===== src/rtl/pio_param_bridge_pkg.sv =====
// Shared constants for the PIO <-> NCO/lock-in bridge: control-word bit map,
// default widths and the commit FSM state encoding.
package pio_bridge_pkg;

  localparam int CB_COMMIT = 0;
  localparam int CB_SEL_LO = 1;
  localparam int CB_SEL_HI = 3;
  localparam int CB_SNAP   = 4;
  localparam int CB_TCLR   = 5;

  localparam int N_CH_DEF         = 8;
  localparam int PH_W_DEF         = 20;
  localparam int LIA_W_DEF        = 16;
  localparam int SYNC_TIMEOUT_DEF = 1024;

  typedef enum logic [1:0] {
    ST_IDLE      = 2'd0,
    ST_WAIT_SYNC = 2'd1,
    ST_APPLY     = 2'd2
  } commit_state_e;

endpackage


===== src/rtl/pio_param_bridge_if.sv =====
// Signal bundle between qsys_system PIO exports and the NCO/lock-in array.
// master = CPU/fabric side driving PIO words, slave = the bridge.
interface pio_param_bridge_if
  import pio_bridge_pkg::*;
#(
  parameter int N_CH  = N_CH_DEF,
  parameter int PH_W  = PH_W_DEF,
  parameter int LIA_W = LIA_W_DEF
) ();

  logic [N_CH*PH_W-1:0]  pio_incr;
  logic [N_CH*PH_W-1:0]  pio_offs;
  logic [7:0]            pio_ctrl;
  logic                  sync_tick;
  logic [N_CH*LIA_W-1:0] lia_x;
  logic [N_CH*LIA_W-1:0] lia_y;
  logic                  lia_valid;
  logic [N_CH*PH_W-1:0]  nco_incr;
  logic [N_CH*PH_W-1:0]  nco_offs;
  logic                  nco_load;
  logic [LIA_W-1:0]      rb_x;
  logic [LIA_W-1:0]      rb_y;
  logic                  timeout_flag;

  modport master (
    output pio_incr, pio_offs, pio_ctrl, sync_tick, lia_x, lia_y, lia_valid,
    input  nco_incr, nco_offs, nco_load, rb_x, rb_y, timeout_flag
  );

  modport slave (
    input  pio_incr, pio_offs, pio_ctrl, sync_tick, lia_x, lia_y, lia_valid,
    output nco_incr, nco_offs, nco_load, rb_x, rb_y, timeout_flag
  );

endinterface


===== src/rtl/pio_param_bridge_toggle_edge_det.sv =====
// Converts a CPU-written toggle bit into a one-cycle pulse on each change.
// Primed out of reset so the value present at reset release never fires.
module toggle_edge_det
  import pio_bridge_pkg::*;
(
  input  logic clk,
  input  logic rst,
  input  logic i_toggle,
  output logic o_pulse
);

  logic r_prev;
  logic r_primed;

  // NOTE: r_prev follows the input even during reset, so the first compare
  // after reset sees the live toggle value and cannot produce a false edge.
  always_ff @(posedge clk) begin
    r_prev <= i_toggle;
    if (rst) r_primed <= 1'b0;
    else     r_primed <= 1'b1;
  end

  assign o_pulse = r_primed & (i_toggle ^ r_prev);

endmodule


===== src/rtl/pio_param_bridge.sv =====
// Applies CPU phase words to the NCO bank atomically at a sync boundary and
// snapshots lock-in X/Y results for per-channel CPU readback.
module pio_param_bridge
  import pio_bridge_pkg::*;
#(
  parameter int N_CH         = N_CH_DEF,
  parameter int PH_W         = PH_W_DEF,
  parameter int LIA_W        = LIA_W_DEF,
  parameter int SYNC_TIMEOUT = SYNC_TIMEOUT_DEF
) (
  input logic               clk_clk,
  input logic               reset_reset,
  pio_param_bridge_if.slave bus
);

  localparam int PW    = N_CH * PH_W;
  localparam int CNT_W = $clog2(SYNC_TIMEOUT + 1);

  logic [PW-1:0]    r_incr_sh;
  logic [PW-1:0]    r_offs_sh;
  logic [5:0]       r_ctrl;
  logic             w_unused_ctrl;
  logic             w_commit_pulse;
  logic             w_snap_pulse;

  commit_state_e    r_state;
  commit_state_e    w_state_nxt;
  logic             w_apply;
  logic             w_timeout;
  logic [CNT_W-1:0] r_cnt;
  logic             r_held;
  logic [PW-1:0]    r_pend_incr;
  logic [PW-1:0]    r_pend_offs;
  logic [PW-1:0]    w_pend_incr;
  logic [PW-1:0]    w_pend_offs;
  logic [PW-1:0]    r_nco_incr;
  logic [PW-1:0]    r_nco_offs;
  logic             r_nco_load;
  logic             r_timeout_flag;

  logic             r_armed;
  logic [LIA_W-1:0] r_snap_x [N_CH];
  logic [LIA_W-1:0] r_snap_y [N_CH];
  logic [2:0]       w_sel;
  logic [LIA_W-1:0] r_rb_x;
  logic [LIA_W-1:0] r_rb_y;

  assign w_unused_ctrl = ^bus.pio_ctrl[7:6];

  // NOTE: shadow registers are deliberately left out of reset: they are a
  // pure pipeline stage and must track pio_ctrl so the edge detectors prime.
  always_ff @(posedge clk_clk) begin
    r_incr_sh <= bus.pio_incr;
    r_offs_sh <= bus.pio_offs;
    r_ctrl    <= bus.pio_ctrl[5:0];
  end

  toggle_edge_det u_commit_det (
    .clk      (clk_clk),
    .rst      (reset_reset),
    .i_toggle (r_ctrl[CB_COMMIT]),
    .o_pulse  (w_commit_pulse)
  );

  toggle_edge_det u_snap_det (
    .clk      (clk_clk),
    .rst      (reset_reset),
    .i_toggle (r_ctrl[CB_SNAP]),
    .o_pulse  (w_snap_pulse)
  );

  // A commit edge arriving together with the apply decision is the newest word.
  assign w_pend_incr = w_commit_pulse ? r_incr_sh : r_pend_incr;
  assign w_pend_offs = w_commit_pulse ? r_offs_sh : r_pend_offs;

  // NOTE: every always_comb output gets a default first so no path can
  // leave it unassigned and infer a latch.
  always_comb begin
    w_state_nxt = r_state;
    w_apply     = 1'b0;
    w_timeout   = 1'b0;
    unique case (r_state)
      ST_IDLE: begin
        if (w_commit_pulse || r_held) w_state_nxt = ST_WAIT_SYNC;
      end
      ST_WAIT_SYNC: begin
        if (bus.sync_tick) begin
          w_state_nxt = ST_APPLY;
          w_apply     = 1'b1;
        end else if (r_cnt == CNT_W'(SYNC_TIMEOUT - 1)) begin
          w_state_nxt = ST_APPLY;
          w_apply     = 1'b1;
          w_timeout   = 1'b1;
        end
      end
      ST_APPLY: w_state_nxt = ST_IDLE;
      default:  w_state_nxt = ST_IDLE;
    endcase
  end

  // nco_incr/offs update on the same edge that raises nco_load, so the load
  // pulse always coincides with the new words.
  always_ff @(posedge clk_clk) begin
    if (reset_reset) begin
      r_state        <= ST_IDLE;
      r_cnt          <= '0;
      r_held         <= 1'b0;
      r_pend_incr    <= '0;
      r_pend_offs    <= '0;
      r_nco_incr     <= '0;
      r_nco_offs     <= '0;
      r_nco_load     <= 1'b0;
      r_timeout_flag <= 1'b0;
    end else begin
      r_state    <= w_state_nxt;
      r_nco_load <= w_apply;
      if (w_commit_pulse) begin
        r_pend_incr <= r_incr_sh;
        r_pend_offs <= r_offs_sh;
      end
      if (w_apply) begin
        r_nco_incr <= w_pend_incr;
        r_nco_offs <= w_pend_offs;
      end
      if (r_state == ST_IDLE)           r_cnt <= '0;
      else if (r_state == ST_WAIT_SYNC) r_cnt <= r_cnt + CNT_W'(1);
      if (r_state == ST_APPLY && w_commit_pulse) r_held <= 1'b1;
      else if (r_state == ST_IDLE)               r_held <= 1'b0;
      if (w_timeout)            r_timeout_flag <= 1'b1;
      else if (r_ctrl[CB_TCLR]) r_timeout_flag <= 1'b0;
    end
  end

  // NOTE: the snapshot bank is small and must read back as zero after reset,
  // so unlike a RAM it is explicitly cleared.
  always_ff @(posedge clk_clk) begin
    if (reset_reset) begin
      r_armed <= 1'b0;
      for (int i = 0; i < N_CH; i++) begin
        r_snap_x[i] <= '0;
        r_snap_y[i] <= '0;
      end
    end else begin
      r_armed <= w_snap_pulse | (r_armed & ~bus.lia_valid);
      if (r_armed && bus.lia_valid) begin
        for (int i = 0; i < N_CH; i++) begin
          r_snap_x[i] <= bus.lia_x[i*LIA_W +: LIA_W];
          r_snap_y[i] <= bus.lia_y[i*LIA_W +: LIA_W];
        end
      end
    end
  end

  assign w_sel = r_ctrl[CB_SEL_HI:CB_SEL_LO];

  always_ff @(posedge clk_clk) begin
    if (reset_reset) begin
      r_rb_x <= '0;
      r_rb_y <= '0;
    end else if (int'(w_sel) < N_CH) begin
      r_rb_x <= r_snap_x[w_sel];
      r_rb_y <= r_snap_y[w_sel];
    end else begin
      r_rb_x <= '0;
      r_rb_y <= '0;
    end
  end

  assign bus.nco_incr     = r_nco_incr;
  assign bus.nco_offs     = r_nco_offs;
  assign bus.nco_load     = r_nco_load;
  assign bus.rb_x         = r_rb_x;
  assign bus.rb_y         = r_rb_y;
  assign bus.timeout_flag = r_timeout_flag;

endmodule


===== src/flat_wrapper.sv =====
// flat-port wrapper written by rule: the top's interface ports become plain ports
module pio_param_bridge_flat import pio_bridge_pkg::*;
#(
  parameter int N_CH         = N_CH_DEF,
  parameter int PH_W         = PH_W_DEF,
  parameter int LIA_W        = LIA_W_DEF,
  parameter int SYNC_TIMEOUT = SYNC_TIMEOUT_DEF
)
  (clk_clk, reset_reset, bus_pio_incr, bus_pio_offs, bus_pio_ctrl, bus_sync_tick, bus_lia_x, bus_lia_y, bus_lia_valid, bus_nco_incr, bus_nco_offs, bus_nco_load, bus_rb_x, bus_rb_y, bus_timeout_flag);
  pio_param_bridge_if #(.N_CH(N_CH), .PH_W(PH_W), .LIA_W(LIA_W)) bus_i ();
  input logic clk_clk;
  input logic reset_reset;
  input wire logic [$bits(bus_i.pio_incr)-1:0] bus_pio_incr;
  input wire logic [$bits(bus_i.pio_offs)-1:0] bus_pio_offs;
  input wire logic [$bits(bus_i.pio_ctrl)-1:0] bus_pio_ctrl;
  input wire logic [$bits(bus_i.sync_tick)-1:0] bus_sync_tick;
  input wire logic [$bits(bus_i.lia_x)-1:0] bus_lia_x;
  input wire logic [$bits(bus_i.lia_y)-1:0] bus_lia_y;
  input wire logic [$bits(bus_i.lia_valid)-1:0] bus_lia_valid;
  output wire logic [$bits(bus_i.nco_incr)-1:0] bus_nco_incr;
  output wire logic [$bits(bus_i.nco_offs)-1:0] bus_nco_offs;
  output wire logic [$bits(bus_i.nco_load)-1:0] bus_nco_load;
  output wire logic [$bits(bus_i.rb_x)-1:0] bus_rb_x;
  output wire logic [$bits(bus_i.rb_y)-1:0] bus_rb_y;
  output wire logic [$bits(bus_i.timeout_flag)-1:0] bus_timeout_flag;
  assign bus_i.pio_incr = bus_pio_incr;
  assign bus_i.pio_offs = bus_pio_offs;
  assign bus_i.pio_ctrl = bus_pio_ctrl;
  assign bus_i.sync_tick = bus_sync_tick;
  assign bus_i.lia_x = bus_lia_x;
  assign bus_i.lia_y = bus_lia_y;
  assign bus_i.lia_valid = bus_lia_valid;
  assign bus_nco_incr = bus_i.nco_incr;
  assign bus_nco_offs = bus_i.nco_offs;
  assign bus_nco_load = bus_i.nco_load;
  assign bus_rb_x = bus_i.rb_x;
  assign bus_rb_y = bus_i.rb_y;
  assign bus_timeout_flag = bus_i.timeout_flag;
  pio_param_bridge #(.N_CH(N_CH), .PH_W(PH_W), .LIA_W(LIA_W), .SYNC_TIMEOUT(SYNC_TIMEOUT)) u_core (.clk_clk(clk_clk), .reset_reset(reset_reset), .bus(bus_i));
endmodule

===== config.mk =====
export PLATFORM = sky130hd
export DESIGN_NAME = pio_param_bridge_flat
export DESIGN_NICKNAME = d
export VERILOG_FILES = /design/src/rtl/pio_param_bridge_pkg.sv /design/src/rtl/pio_param_bridge_if.sv /design/src/rtl/pio_param_bridge_toggle_edge_det.sv /design/src/rtl/pio_param_bridge.sv /design/src/flat_wrapper.sv
export SDC_FILE = /design/constraint.sdc
export NUM_CORES = 1
export LEC_CHECK = 0
export BUFFER_PORTS_ARGS = -buffer_cell sky130_fd_sc_hd__buf_2
export CAP_MARGIN = 10
export CORE_AREA = 2 2 364 366
export CTS_CLUSTER_DIAMETER = 150
export DETAILED_ROUTE_END_ITERATION = 8
export DIE_AREA = 0 0 366 368
export MAX_ROUTING_LAYER = met4
export PLACE_DENSITY_LB_ADDON = 0.2
export REMOVE_ABC_BUFFERS = 1
export SLEW_MARGIN = 0
export SYNTH_ARGS = -nofsm -noshare
export SYNTH_HDL_FRONTEND = slang
export SYNTH_HIERARCHICAL = 1
export SYNTH_SLANG_ARGS = --single-unit

===== constraint.sdc =====
create_clock -name clk_clk -period 27.2 [get_ports clk_clk]
set_input_delay 2.72 -clock clk_clk [delete_from_list [all_inputs] [get_ports clk_clk]]
set_output_delay 2.72 -clock clk_clk [all_outputs]
set_load 0.02 [all_outputs]

==> run metrics <==
vias per inst approximately 4.3; number of remaining DRC errors 0; Fin. Hold Viols 0; first-pass GRT wire length approximately 170000 µm; die span in y roughly 370 µm; critical path arrival about 6100 ps; most instantiated cells after synthesis dfxtp_1 (1019), nor2b_1 (385), nor2_1 (368); maxcap violations 0; post-CTS sizing 0; Hold Slack about 370 ps; die footprint around 0.13 mm²; area of the multi-input gates about 0.015 mm²; final setup skew 35.8 ps; cell repeated most along the worst path buf_4; total gr overflow 0; most common flop cell mapped by yosys dfxtp_1; Synth area leader dfxtp_1; worst rel slew slack a little under a third; RSZ-0062 raised after global routing false; #FFs+latches synth approximately 1.3k; Post-Syn Instances 3205; mapped cell area 0.0436 mm²; register area share after synthesis 64.4%; Critical Path RT 27820 ps; IO Pins approximately 940; CORE AREA between 0.1 and 0.15 mm²; Sink Count approximately 1.3k; cts hold-fix bufs 0; CP max stage delay ~820 ps; status completed; CP max stage cell buf_4; met3 wire length slightly above 10000 µm; number of CTS-inserted buffers ~140; Max FO, Critical Path 57; static leakage between 20 and 25 nW; M1 WL roughly 44000 µm; register area 0.0281 mm²; Post-synth EDFFs 256; final wirelength roughly 110000 µm; fraction of final layout cells sized beyond drive strength 1 between 30% and 40%; Antenna Nets Post-Route 0; Skew-Pair Late Insertion Delay 770 ps; minimum clock period around 5500 ps; pins over their slew limit 0; Crit. End Element flop; PD cells 77.4 mW/mm²; critical path launch point type primary input; Post-Route Setup TNS 0 ps; WL met2 between 50000 and 60000 µm; clock buffer depth 3; Final HPWL DP about 80000 µm; top cell type's share of synthesized area a little under half; asr flop ratio synth 0%; Worst Path Buf+Inv 4; largest delay contributor family on the critical path buffers and inverters; vias post-DR roughly 26k; Pre-antenna DRT Iters 5; H-tree depth 4; worst-margin pin slew ~1000 ps; Synth-to-Final Area Change 25.2%; starting density of the core around a third; Post CTS Setup Buffer Count 0; num rows 133; Yosys warning count 6; PortBufs around 940; Achievable Freq ~180 MHz; total track usage ~17%; most frequent cell after synthesis dfxtp_1; Chip Width between 300 and 400 µm; Period Utilization, post-route 20.2%; root buf cell clkbuf_16; top layer in use met4; Final GP Congestion between 0.8 and 0.9; syn avg cell area roughly 14 µm²; CTS tree yes; NumNets Final around 4.7k; WS Path Type in -> reg; wire per inst around 19 µm; initial antenna violation count 62; Filler Cells Inserted between 10k and 15k; vias in the first global route 26.5k; HP Class reg -> reg; Worst VDD drop 0.0000537 V; DRT iter0 DRCs 1415; CP Cell Sequence buf_2, o21ai_4, buf_4, buf_4, buf_4, mux2_1; top cells by area, synth dfxtp_1 (47%), edfxtp_1 (18%), mux2i_1 (8.1%), mux2_4 (5.8%), nor2b_1 (5.5%); largest net degree at the start of global routing approximately 200; Setup-failing EPs final 0; Worst-path clk slew around 60 ps; synth unique cells 34
-- layer usage --
layer  vias to the layer above  track usage [%]
met5                         -                -
met4                         0             5.85
met3                       164             7.06
met2                       739             28.5
met1                     12412             18.1
li1                      12709                -
-- layout make-up --
| class | instances | share of cell area (%) |
|---|---|---|
| Antenna cell | 54 | 0.247 |
| Sequential cell | 1275 | 51.4 |
| Multi-Input combinational cell | 1732 | 26.6 |
| Clock inverter | 45 | 0.966 |
| Timing Repair Buffer | 965 | 9.04 |
| Inverter | 4 | 0.0275 |
| Tap cell | 1755 | 4.02 |
| Clock buffer | 214 | 7.68 |
-- layout by cell type, fill, tap and decap left out, drive strengths merged, types with 5 or more instances in the layout --
master / count
dfxtp: 1019
buf: 965
nor2b: 385
nor2: 368
mux2i: 352
mux2: 320
edfxtp: 256
clkbuf: 214
and2: 194
mux4: 64
diode: 54
clkinv: 32
nand2: 12
inv: 10
a21oi: 6
xnor2: 5
-- registers in the layout (all words and copies together) (netlist names), 2 cells and up --
register             count
u_core/bus.nco_offs    160
u_core/bus.rb_x         16
u_core/r_ctrl            6
u_core/r_cnt            11
u_core/r_state           2
u_core/bus.rb_y         16
u_core/r_pend_offs     160
u_core/r_incr_sh       160
u_core/r_snap_x        128
u_core/r_pend_incr     160
u_core/r_offs_sh       160
u_core/bus.nco_incr    160
u_core/r_snap_y        128
-- logic make-up (layout without fill, tap and decap cells) --
kind of cell / count (synthesis) / count (layout) / synth area share [%]
simple gates: 973 / 973 / 11.8
compound gates: 13 / 13 / 0.181
flops: 1275 / 1275 / 64.4
other cells: 0 / 54 / 0
xor+xnor: 9 / 9 / 0.181
fa+ha+maj: 1 / 1 / 0.0287
buf+inv: 198 / 1228 / 2.35
mux: 736 / 736 / 21.1
-- worst reg2reg max path, cell delays in order (launching register included) --
cell and delay (ps):
dfxtp_1 340, xor2_1 160, and2_4 710, buf_4 810, buf_4 840, buf_4 780, mux2i_1 320, nor2_1 70
mux2_2 290
-- final timing paths --
path,from,to,slack (ps),cells after the start
max reg2reg,u_core/r_ctrl[0]$_DFF_P_,u_core/bus.nco_offs[1]$_SDFFE_PP0P_,22780,8
min reg2reg,u_core/r_ctrl[4]$_DFF_P_,u_core/u_snap_det/r_prev$_DFF_P_,370,0
max,bus_sync_tick,u_core/bus.nco_offs[81]$_SDFFE_PP0P_,21720,6
min,u_core/r_ctrl[4]$_DFF_P_,u_core/u_snap_det/r_prev$_DFF_P_,370,0
-- where the power goes --
| group | internal [mW] | switching, mW |
|---|---|---|
| Clock | 1.12 | 0.790 |
| Sequential | 2.02 | 0.0283 |
| Combinational | 0.125 | 0.149 |
| Total | 3.26 | 0.967 |
-- through the flow --
step / cell area, µm² / total power [mW] / setup WS (ps) / utilization [%] / cells
CTS: 54500 / 4.30 / 21690 / 41.7 / 5990
detailed placement: 49800 / 2.37 / 20830 / 38.1 / 5731
floorplan: 42600 / 2.32 / 12240 / - / 3011
finish: 54700 / 4.23 / 21720 / 41.8 / 6044
global placement: 49800 / 2.37 / 20860 / 38.1 / 5731
global route: 54700 / 4.40 / 21520 / 41.8 / 6039
(Power assumes the default switching activity.)
